[src/rtl/usb_uart_echo_buffer.sv]
// Buffered USB serial loopback: FIFO with valid/ready on both sides,
// optional line-buffered release, ASCII case transform and debug counters.
module usb_uart_echo_buffer #(
   parameter int         DEPTH       = 64,
   parameter logic [7:0] TERMINATOR  = 8'h0D,
   parameter int         COUNT_WIDTH = 16
) (
   input  logic                     clk_48mhz,
   input  logic                     reset,
   input  logic [7:0]               rx_data,
   input  logic                     rx_valid,
   output logic                     rx_ready,
   output logic [7:0]               tx_data,
   output logic                     tx_valid,
   input  logic                     tx_ready,
   input  logic                     line_mode,
   input  logic [1:0]               case_mode,
   input  logic                     flush,
   output logic [$clog2(DEPTH):0]   level,
   output logic [COUNT_WIDTH-1:0]   echo_count
);

   localparam int AW = $clog2(DEPTH);
   localparam int LW = AW + 1;
   localparam logic [LW-1:0] FULL = LW'(DEPTH);
   localparam logic [LW-1:0] ONE  = LW'(1);

   // Pointers carry one extra wrap bit so full and empty stay distinct
   logic [7:0]    mem [DEPTH];
   logic [LW-1:0] wr_ptr;
   logic [LW-1:0] rd_ptr;
   logic [LW-1:0] commit_ptr;
   logic [LW-1:0] level_q;

   logic [LW-1:0] wr_nxt;
   logic [LW-1:0] commit_nxt;
   logic [LW-1:0] level_nxt;
   logic          rx_fire;
   logic          tx_fire;
   logic          out_free;
   logic          head_load;
   logic          full_commit;
   logic [7:0]    rx_xf;
   logic [7:0]    head_data;

   function automatic logic [7:0] xform(input logic [7:0] d,
                                        input logic [1:0] m);
      logic up;
      logic lo;
      up = (d >= 8'h41) && (d <= 8'h5A);
      lo = (d >= 8'h61) && (d <= 8'h7A);
      xform = d;
      case (m)
         2'b01:   if (lo) xform = d & 8'hDF;
         2'b10:   if (up) xform = d | 8'h20;
         2'b11:   if (up || lo) xform = d ^ 8'h20;
         default: xform = d;
      endcase
   endfunction

   assign rx_ready = !reset && !flush && (level_q != FULL);
   assign rx_fire  = rx_valid && rx_ready;
   assign tx_fire  = tx_valid && tx_ready;
   assign out_free = !tx_valid || tx_ready;
   assign rx_xf    = xform(rx_data, case_mode);
   assign wr_nxt   = rx_fire ? wr_ptr + ONE : wr_ptr;
   assign level    = level_q;

   // Force a commit when an uncommitted line would otherwise fill the FIFO
   assign full_commit = rx_fire && (level_q == FULL - ONE) &&
                        !(out_free && (rd_ptr != commit_ptr));

   always_comb begin
      commit_nxt = commit_ptr;
      if (!line_mode)
         commit_nxt = wr_nxt;
      else if (rx_fire && ((rx_data == TERMINATOR) || full_commit))
         commit_nxt = wr_nxt;
   end

   assign head_load = out_free && (rd_ptr != commit_nxt);

   // Bypass: an empty FIFO forwards this cycle's byte straight to the output
   assign head_data = (rd_ptr == wr_ptr) ? rx_xf : mem[rd_ptr[AW-1:0]];

   always_comb begin
      level_nxt = level_q;
      if (rx_fire && !head_load)
         level_nxt = level_q + ONE;
      else if (!rx_fire && head_load)
         level_nxt = level_q - ONE;
   end

   always_ff @(posedge clk_48mhz) begin
      if (rx_fire)
         mem[wr_ptr[AW-1:0]] <= rx_xf;
   end

   always_ff @(posedge clk_48mhz) begin
      if (reset) begin
         wr_ptr     <= '0;
         rd_ptr     <= '0;
         commit_ptr <= '0;
         level_q    <= '0;
         tx_valid   <= 1'b0;
         tx_data    <= 8'h00;
         echo_count <= '0;
      end else begin
         if (tx_fire)
            echo_count <= echo_count + COUNT_WIDTH'(1);
         if (flush) begin
            wr_ptr     <= '0;
            rd_ptr     <= '0;
            commit_ptr <= '0;
            level_q    <= '0;
            tx_valid   <= 1'b0;
         end else begin
            wr_ptr     <= wr_nxt;
            commit_ptr <= commit_nxt;
            level_q    <= level_nxt;
            if (head_load) begin
               tx_data  <= head_data;
               tx_valid <= 1'b1;
               rd_ptr   <= rd_ptr + ONE;
            end else if (tx_fire) begin
               tx_valid <= 1'b0;
            end
         end
      end
   end

endmodule

[config.mk]
export PLATFORM = sky130hd
export DESIGN_NAME = usb_uart_echo_buffer
export DESIGN_NICKNAME = d
export VERILOG_FILES = /design/src/rtl/usb_uart_echo_buffer.sv
export SDC_FILE = /design/constraint.sdc
export NUM_CORES = 1
export LEC_CHECK = 0
export ABC_AREA = 1
export BUFFER_PORTS_ARGS = -buffer_cell sky130_fd_sc_hd__buf_2
export CAP_MARGIN = 0
export CORE_MARGIN = 2
export CORE_UTILIZATION = 34
export DETAILED_ROUTE_END_ITERATION = 8
export PLACE_DENSITY_LB_ADDON = 0.1
export SYNTH_ARGS = -nofsm -noshare
export SYNTH_HDL_FRONTEND = slang
export SYNTH_SLANG_ARGS = --single-unit
[constraint.sdc]
create_clock -name clk_48mhz -period 4.62 [get_ports clk_48mhz]
set_input_delay 0.462 -clock clk_48mhz [delete_from_list [all_inputs] [get_ports clk_48mhz]]
set_output_delay 0.462 -clock clk_48mhz [all_outputs]
set_load 0.02 [all_outputs]
==> impl_metrics.py, run 1 <==
metrics = {
    "critical_path": {
        "crit_buf_inv": 3,
        "required_ns": 5.11,
        "crit_type": "flop to flop",
        "start_kind": "flop",
        "path_common_cell": "nand2_1",
        "slowest_stage": "and3_1",
        "critPathCaptureType": "flop",
        "critPathMaxStageDelay_ns": 0.50,
        "crit_path_max_fanout": 12,
        "cp_top_family": "simple AND/OR/NAND/NOR gates",
        "crit_arrival_ns": 4.66,
    },
    "logic_synthesis": {
        "yosys_warnings": 0,
        "syn_avg_cell_area_um2": 11.89,
        "synthCells": 1981,
        "synth_edf_count": 512,
        "ys_types": 44,
        "synth_fp_nets": 2008,
        "synth-seq-cells": 571,
        "synthArstFlopShare_pct": 0,
        "netlist_area_um2": 23550,
        "synth-main-ff-cell": "edfxtp_1",
        "yosysSeqAreaShare_pct": 70.29,
    },
    "power": {
        "peakVddDrop_v": 0.0002455,
        "power.switching_mw": 2.706,
        "sw_frac_of_total_pct": 23.48,
        "power_density_nw_per_um2": 422.8,
        "internal_power_mw": 8.818,
        "comb_power_share_pct": 7.1,
        "p_leak_nw": 9.223,
        "pwr-share-clk_pct": 43.6,
        "seqPwrFrac_pct": 49.3,
    },
    "finish": {
        "regArea_um2": 16560,
        "final_common_cell": "edfxtp_1",
        "diodes": 0,
        "final_cell_mix": "edfxtp_1 (512), nor2_1 (375), o21ai_0 (283), nand3_1 (118), nand2_1 (113)",
        "final_nets": 2091,
        "nFillCells": 6554,
        "area_growth_pct": 15.72,
        "instances_no_fill": 3040,
        "multi_input_area_um2": 6122,
        "final_layout_size_suffix_gt1_share_pct": 12.38,
    },
    "cts": {
        "cts_buffers": 66,
        "cts_hold_buffers": 0,
        "clock_latency_ns": 0.61,
        "cts-root-buf": "clkbuf_16",
        "cts.htree.levels": 3,
        "clock_sinks": 571,
        "cts_tree": "done",
        "cts-resized-gates": 0,
        "cts.path.max_buffers": 3,
        "post_cts_buffers": 0,
        "clk_pin_slew_ns": 0.06,
    },
    "floorplanning": {
        "num_rows": 96,
        "dieArea_um2": 71400,
        "dieHeight_um": 267.2,
        "fp.dieW_um": 267.2,
        "ios": 49,
        "start_util_pct": 34.34,
        "coreArea_um2": 68590,
    },
    "grt": {
        "antenna_found_initial": 0,
        "grt_use_total_pct": 19.82,
        "grt_pass1_vias": 15510,
        "grt_overflow": 0,
        "grt_pass1_wl_um": 104700,
        "grt_start_max_net_pins": 115,
    },
    "sta": {
        "setup_viol": 0,
        "layout_worst_path_cycle_share_pct": 90.08,
        "max_slew.worst_pin.slew_ns": 1.149,
        "hold_viol": 0,
        "drv_slew": 0,
        "slew_headroom_pct": 23.12,
        "fin_crit_ns": 4.162,
        "hold_slack_ns": 0.1513,
        "final.setup.tns_ns": 0,
        "skew_ns": 0.02518,
        "fmax_mhz": 240.3,
        "rsz0062_at_grt": "false",
    },
    "placed_design": {
        "io_buffers": 48,
        "gp_congestion": 0.8066,
        "dp.cells": 2927,
        "dp_hpwl_um": 41860,
    },
    "job": {
        "drv_cap": 0,
    },
    "route": {
        "antenna_left": 0,
        "vias": 15810,
        "drc": 0,
        "drt_iter0_markers": 1339,
        "routedWlPerCell_um": 23.07,
        "finalWirelength_um": 70140,
        "drtPass1Iterations": 5,
        "viasPerCell": 5.201,
    },
    "min_path": {
        "hold_path.class": "primary input to flop",
    },
    "status": {
        "status": "complete, no violations",
    },
}
==> metal layers <==
metal | vias up | part of all wire, % | global-route usage (%)
li1 | 7411 | - | -
met1 | 7947 | 46 | 28.02
met2 | 373 | 47 | 32.03
met3 | 81 | 4.2 | 2.538
met4 | 0 | 1.9 | 5.557
met5 | - | 0 | 0
==> sequential cells by signal (all words and copies together), names as in the netlist, named ones only <==
name        count
mem           512
echo_count     16
tx_data         8
commit_ptr      7
level           7
rd_ptr          7
wr_ptr          7
tx_valid        1
==> synthesized netlist by cell type, types with 2 or more instances <==
library cell	instances	area share (%)
a21oi_1	34	0.72
mux2i_1	3	0.13
o211ai_1	9	0.29
nand2_4	3	0.14
o22ai_1	34	0.90
and2_1	2	0.053
o21ai_1	12	0.25
edfxtp_1	512	65
ha_1	10	0.53
buf_6	4	0.19
nor3_1	15	0.32
xnor2_1	9	0.33
inv_2	8	0.13
buf_2	16	0.34
nor2_1	375	6.0
o21ai_0	283	6.0
nand3_1	118	2.5
o221ai_1	94	3.5
buf_1	8	0.13
and3_1	2	0.053
nor2_2	3	0.080
nand2_1	113	1.8
clkbuf_1	97	1.5
o21a_1	10	0.32
inv_1	84	1.3
dfxtp_1	59	5.0
xor2_1	17	0.63
nand4_1	23	0.61
nand2_2	5	0.13
nor4_1	5	0.13
==> per-stage QoR <==
| stage | power [mW] | worst slack (ns) | cell area [um^2] | utilization (%) |
|---|---|---|---|---|
| 2_1_floorplan | 6.265 | 0.9460 | 23550 | - |
| 3_3_place_gp | 6.612 | 0.04810 | 25220 | 36.77 |
| 3_5_place_dp | 6.619 | -0.05177 | 25220 | 36.77 |
| 4_1_cts | 11.66 | 0.4200 | 27260 | 39.74 |
| 5_1_grt | 11.95 | 0.01794 | 27260 | 39.74 |
| 6_report | 11.52 | 0.4582 | 27260 | 39.74 |
==> tightest hold or removal path, stage by stage <==
cell and delay [ns]:
buf_2 0.11, a21oi_1 0.06, nor2_1 0.09
==> final cells by class <==
cell class                      instances  share of cell area [%]
Clock inverter                         27                   1.093
Multi-Input combinational cell       1191                   22.46
Tap cell                              931                   4.274
Inverter                               93                   1.308
Clock buffer                           86                   6.372
Sequential cell                       571                   60.77
Timing Repair Buffer                  141                   3.718
==> kinds of logic (layout without fill, tap and decap cells) <==
family,after synthesis,count (layout),share of synthesized area (%)
compound gates,480,480,12.13
fa+ha+maj,11,11,0.6162
xor+xnor,26,26,0.9668
mux,3,3,0.1275
simple gates,671,671,12.15
buf+inv,219,347,3.718
flops,571,571,70.29
==> power groups by stage <==
stage | Clock [mW] | Combinational [mW] | Sequential, mW
after floorplan | 0 | 0.463 | 5.80
after global placement | 0 | 0.822 | 5.79
after detailed placement | 0 | 0.829 | 5.79
after CTS | 5.15 | 0.831 | 5.68
after global routing | 5.36 | 0.904 | 5.68
final | 5.03 | 0.816 | 5.68
==> worst paths after layout <==
| kind | endpoint | slack [ns] | startpoint | cells after the start |
|---|---|---|---|---|
| max | level[6]$_SDFFE_PP0P_ | 0.46 | level[0]$_SDFFE_PP0P_ | 26 |
| min | echo_count[1]$_SDFFE_PP0P_ | 0.15 | tx_ready | 3 |
| max reg2reg | level[6]$_SDFFE_PP0P_ | 0.46 | level[0]$_SDFFE_PP0P_ | 26 |
| min reg2reg | level[6]$_SDFFE_PP0P_ | 0.50 | level[6]$_SDFFE_PP0P_ | 2 |
(Power assumes the default switching activity.)
==> run 2: changes to the inputs <==
--- a/config.mk
+++ b/config.mk
@@ -10,6 +10,7 @@
 export CAP_MARGIN = 0
 export CORE_MARGIN = 2
 export CORE_UTILIZATION = 34
+export CTS_BUF_LIST = sky130_fd_sc_hd__clkbuf_2 sky130_fd_sc_hd__clkbuf_4 sky130_fd_sc_hd__clkbuf_8
 export DETAILED_ROUTE_END_ITERATION = 8
 export PLACE_DENSITY_LB_ADDON = 0.1
 export SYNTH_ARGS = -nofsm -noshare
==> impl_metrics.py, run 2 (synthesis gave the netlist of run 1 again) <==
metrics = {
    "grt": {
        "grt_pass1_vias": 15820,
        "grt_overflow": 0,
        "antenna_found_initial": 1,
        "grt_use_total_pct": 19.93,
        "grt_pass1_wl_um": 105300,
        "grt_start_max_net_pins": 115,
    },
    "placed_design": {
        "place_ws_ns": -0.05177,
        "dp_hpwl_um": 41860,
        "place_area_um2": 25220,
        "gp_congestion": 0.8066,
        "io_buffers": 48,
    },
    "status": {
        "status": "complete, no violations",
    },
    "min_path": {
        "hold_start": "reset",
        "hold_path.class": "primary input to flop",
        "min_to": "echo_count[0]$_SDFFE_PP0P_",
        "min_path_cells": 2,
    },
    "sta": {
        "fin_crit_ns": 4.151,
        "setup_viol": 0,
        "setup_ws_ns": 0.4692,
        "hold_viol": 0,
        "fmax_mhz": 240.9,
        "layout_worst_path_cycle_share_pct": 89.84,
        "final.setup.tns_ns": 0,
        "max_slew.worst_pin.slew_ns": 1.146,
        "slew_headroom_pct": 23.31,
        "drv_slew": 0,
        "rsz0062_at_grt": "false",
        "skew_ns": 0.04038,
    },
    "route": {
        "viasPerCell": 5.163,
        "drc": 0,
        "routedWlPerCell_um": 22.66,
        "drt_iter0_markers": 1364,
        "finalWirelength_um": 70380,
        "drtPass1Iterations": 6,
        "vias": 16040,
        "antenna_left": 0,
    },
    "critical_path": {
        "critPathMaxStageDelay_ns": 0.50,
        "critPathCaptureType": "flop",
        "required_ns": 5.21,
        "start_kind": "flop",
        "ff2ff_setup_slack_ns": 0.47,
        "crit_type": "flop to flop",
        "ff2ff_path_depth": 26,
        "slowest_stage": "and3_1",
        "rr_startpoint": "level[0]$_SDFFE_PP0P_",
        "crit_path_max_fanout": 12,
        "reg2reg_to": "level[6]$_SDFFE_PP0P_",
        "crit_arrival_ns": 4.74,
        "path_common_cell": "nand2_1",
    },
    "finish": {
        "design_area_um2": 27130,
        "nFillCells": 6617,
        "regArea_um2": 16560,
        "multi_input_area_um2": 6122,
        "final_cell_mix": "edfxtp_1 (512), nor2_1 (375), o21ai_0 (283), nand3_1 (118), nand2_1 (113)",
        "largest_register_ffs": 512,
        "area_growth_pct": 15.19,
        "final_common_cell": "edfxtp_1",
        "final_layout_size_suffix_gt1_share_pct": 15.18,
        "final_nets": 2125,
        "post-route-util_pct": 39.56,
    },
    "cts": {
        "cts-root-buf": "clkbuf_8",
        "cts.htree.levels": 3,
        "clock_sinks": 571,
        "cts.path.max_buffers": 3,
        "cts-resized-gates": 0,
        "cts_tree": "done",
        "cts_hold_buffers": 1,
        "cts_buffers": 99,
        "post_cts_buffers": 0,
        "clk_pin_slew_ns": 0.06,
        "clock_latency_ns": 0.70,
    },
    "floorplanning": {
        "coreArea_um2": 68590,
        "start_util_pct": 34.34,
        "dieArea_um2": 71400,
        "ios": 49,
        "fp.dieW_um": 267.2,
        "dieHeight_um": 267.2,
        "num_rows": 96,
    },
    "power": {
        "pwr-share-clk_pct": 40.7,
        "seqPwrFrac_pct": 51.8,
        "power_density_nw_per_um2": 404.0,
        "internal_power_mw": 8.271,
        "p_leak_nw": 9.248,
        "peakVddDrop_v": 0.0002033,
        "comb_power_share_pct": 7.4,
        "fin_total_pwr_mw": 10.96,
        "sw_frac_of_total_pct": 24.54,
        "power.switching_mw": 2.690,
    },
    "job": {
        "drv_cap": 0,
    },
}
## run 2: changes by cell type in the layout (fill, tap and decap cells not counted), sizes merged
cell         previous run  this run
bufinv                  5         1
diode                   0         1
inv                    95        91
clkinv                 19        39
clkinvlp                1         2
clkbuf                 86       137
dlygate4sd3             0         1
## run 2: final cells by class
class	count	area share [%]
antenna	1	0.009223
clock buffer	137	6.166
clock inverter	40	0.8255
inverter	93	1.314
multi-input combinational	1191	22.57
sequential	571	61.05
tap	931	4.294
timing repair buffer	142	3.772
## run 2: worst max-delay path by stage
stage	endpoint	start	cells past startpoint
4_1_cts	level[6]$_SDFFE_PP0P_	level[0]$_SDFFE_PP0P_	27
5_1_grt	level[6]$_SDFFE_PP0P_	level[0]$_SDFFE_PP0P_	26
6_report	level[6]$_SDFFE_PP0P_	level[0]$_SDFFE_PP0P_	26
3_3_place_gp	level[6]$_SDFFE_PP0P_	rx_data[5]	27
2_1_floorplan	level[6]$_SDFFE_PP0P_	reset	24
3_5_place_dp	level[6]$_SDFFE_PP0P_	rx_data[5]	27
## run 2: metrics by stage
step	instances	hold slack (ns)
6_report	3106	0.09284
2_1_floorplan	1981	0.4996
3_5_place_dp	2927	0.4918
5_1_grt	3106	0.06848
3_3_place_gp	2927	0.4846
4_1_cts	3105	0.02975
## run 2: layer usage
metal	vias up	wire [um]	track usage [%]
li1	7504	-	-
met1	7992	32090	27.99
met2	447	33390	32.11
met3	92	3550	2.758
met4	0	1349	5.922
met5	-	0	0
## run 2: worst max-delay path, delay by kind of cell, from the launching register on
kind	cells	cell delay, ns
AND/OR/NAND/NOR	15	1.94
AO/OA/AOI/OAI	6	0.73
adder cells (fa/ha/maj)	2	0.65
flip-flops	1	0.46
buffers and inverters	3	0.26
## run 2: power groups by stage
stage | logic, mW | clock network (mW) | registers [mW]
after global placement | 0.822 | 0 | 5.79
after detailed placement | 0.829 | 0 | 5.79
after floorplan | 0.463 | 0 | 5.80
after CTS | 0.832 | 4.60 | 5.68
after global routing | 0.905 | 4.82 | 5.68
final | 0.814 | 4.46 | 5.68
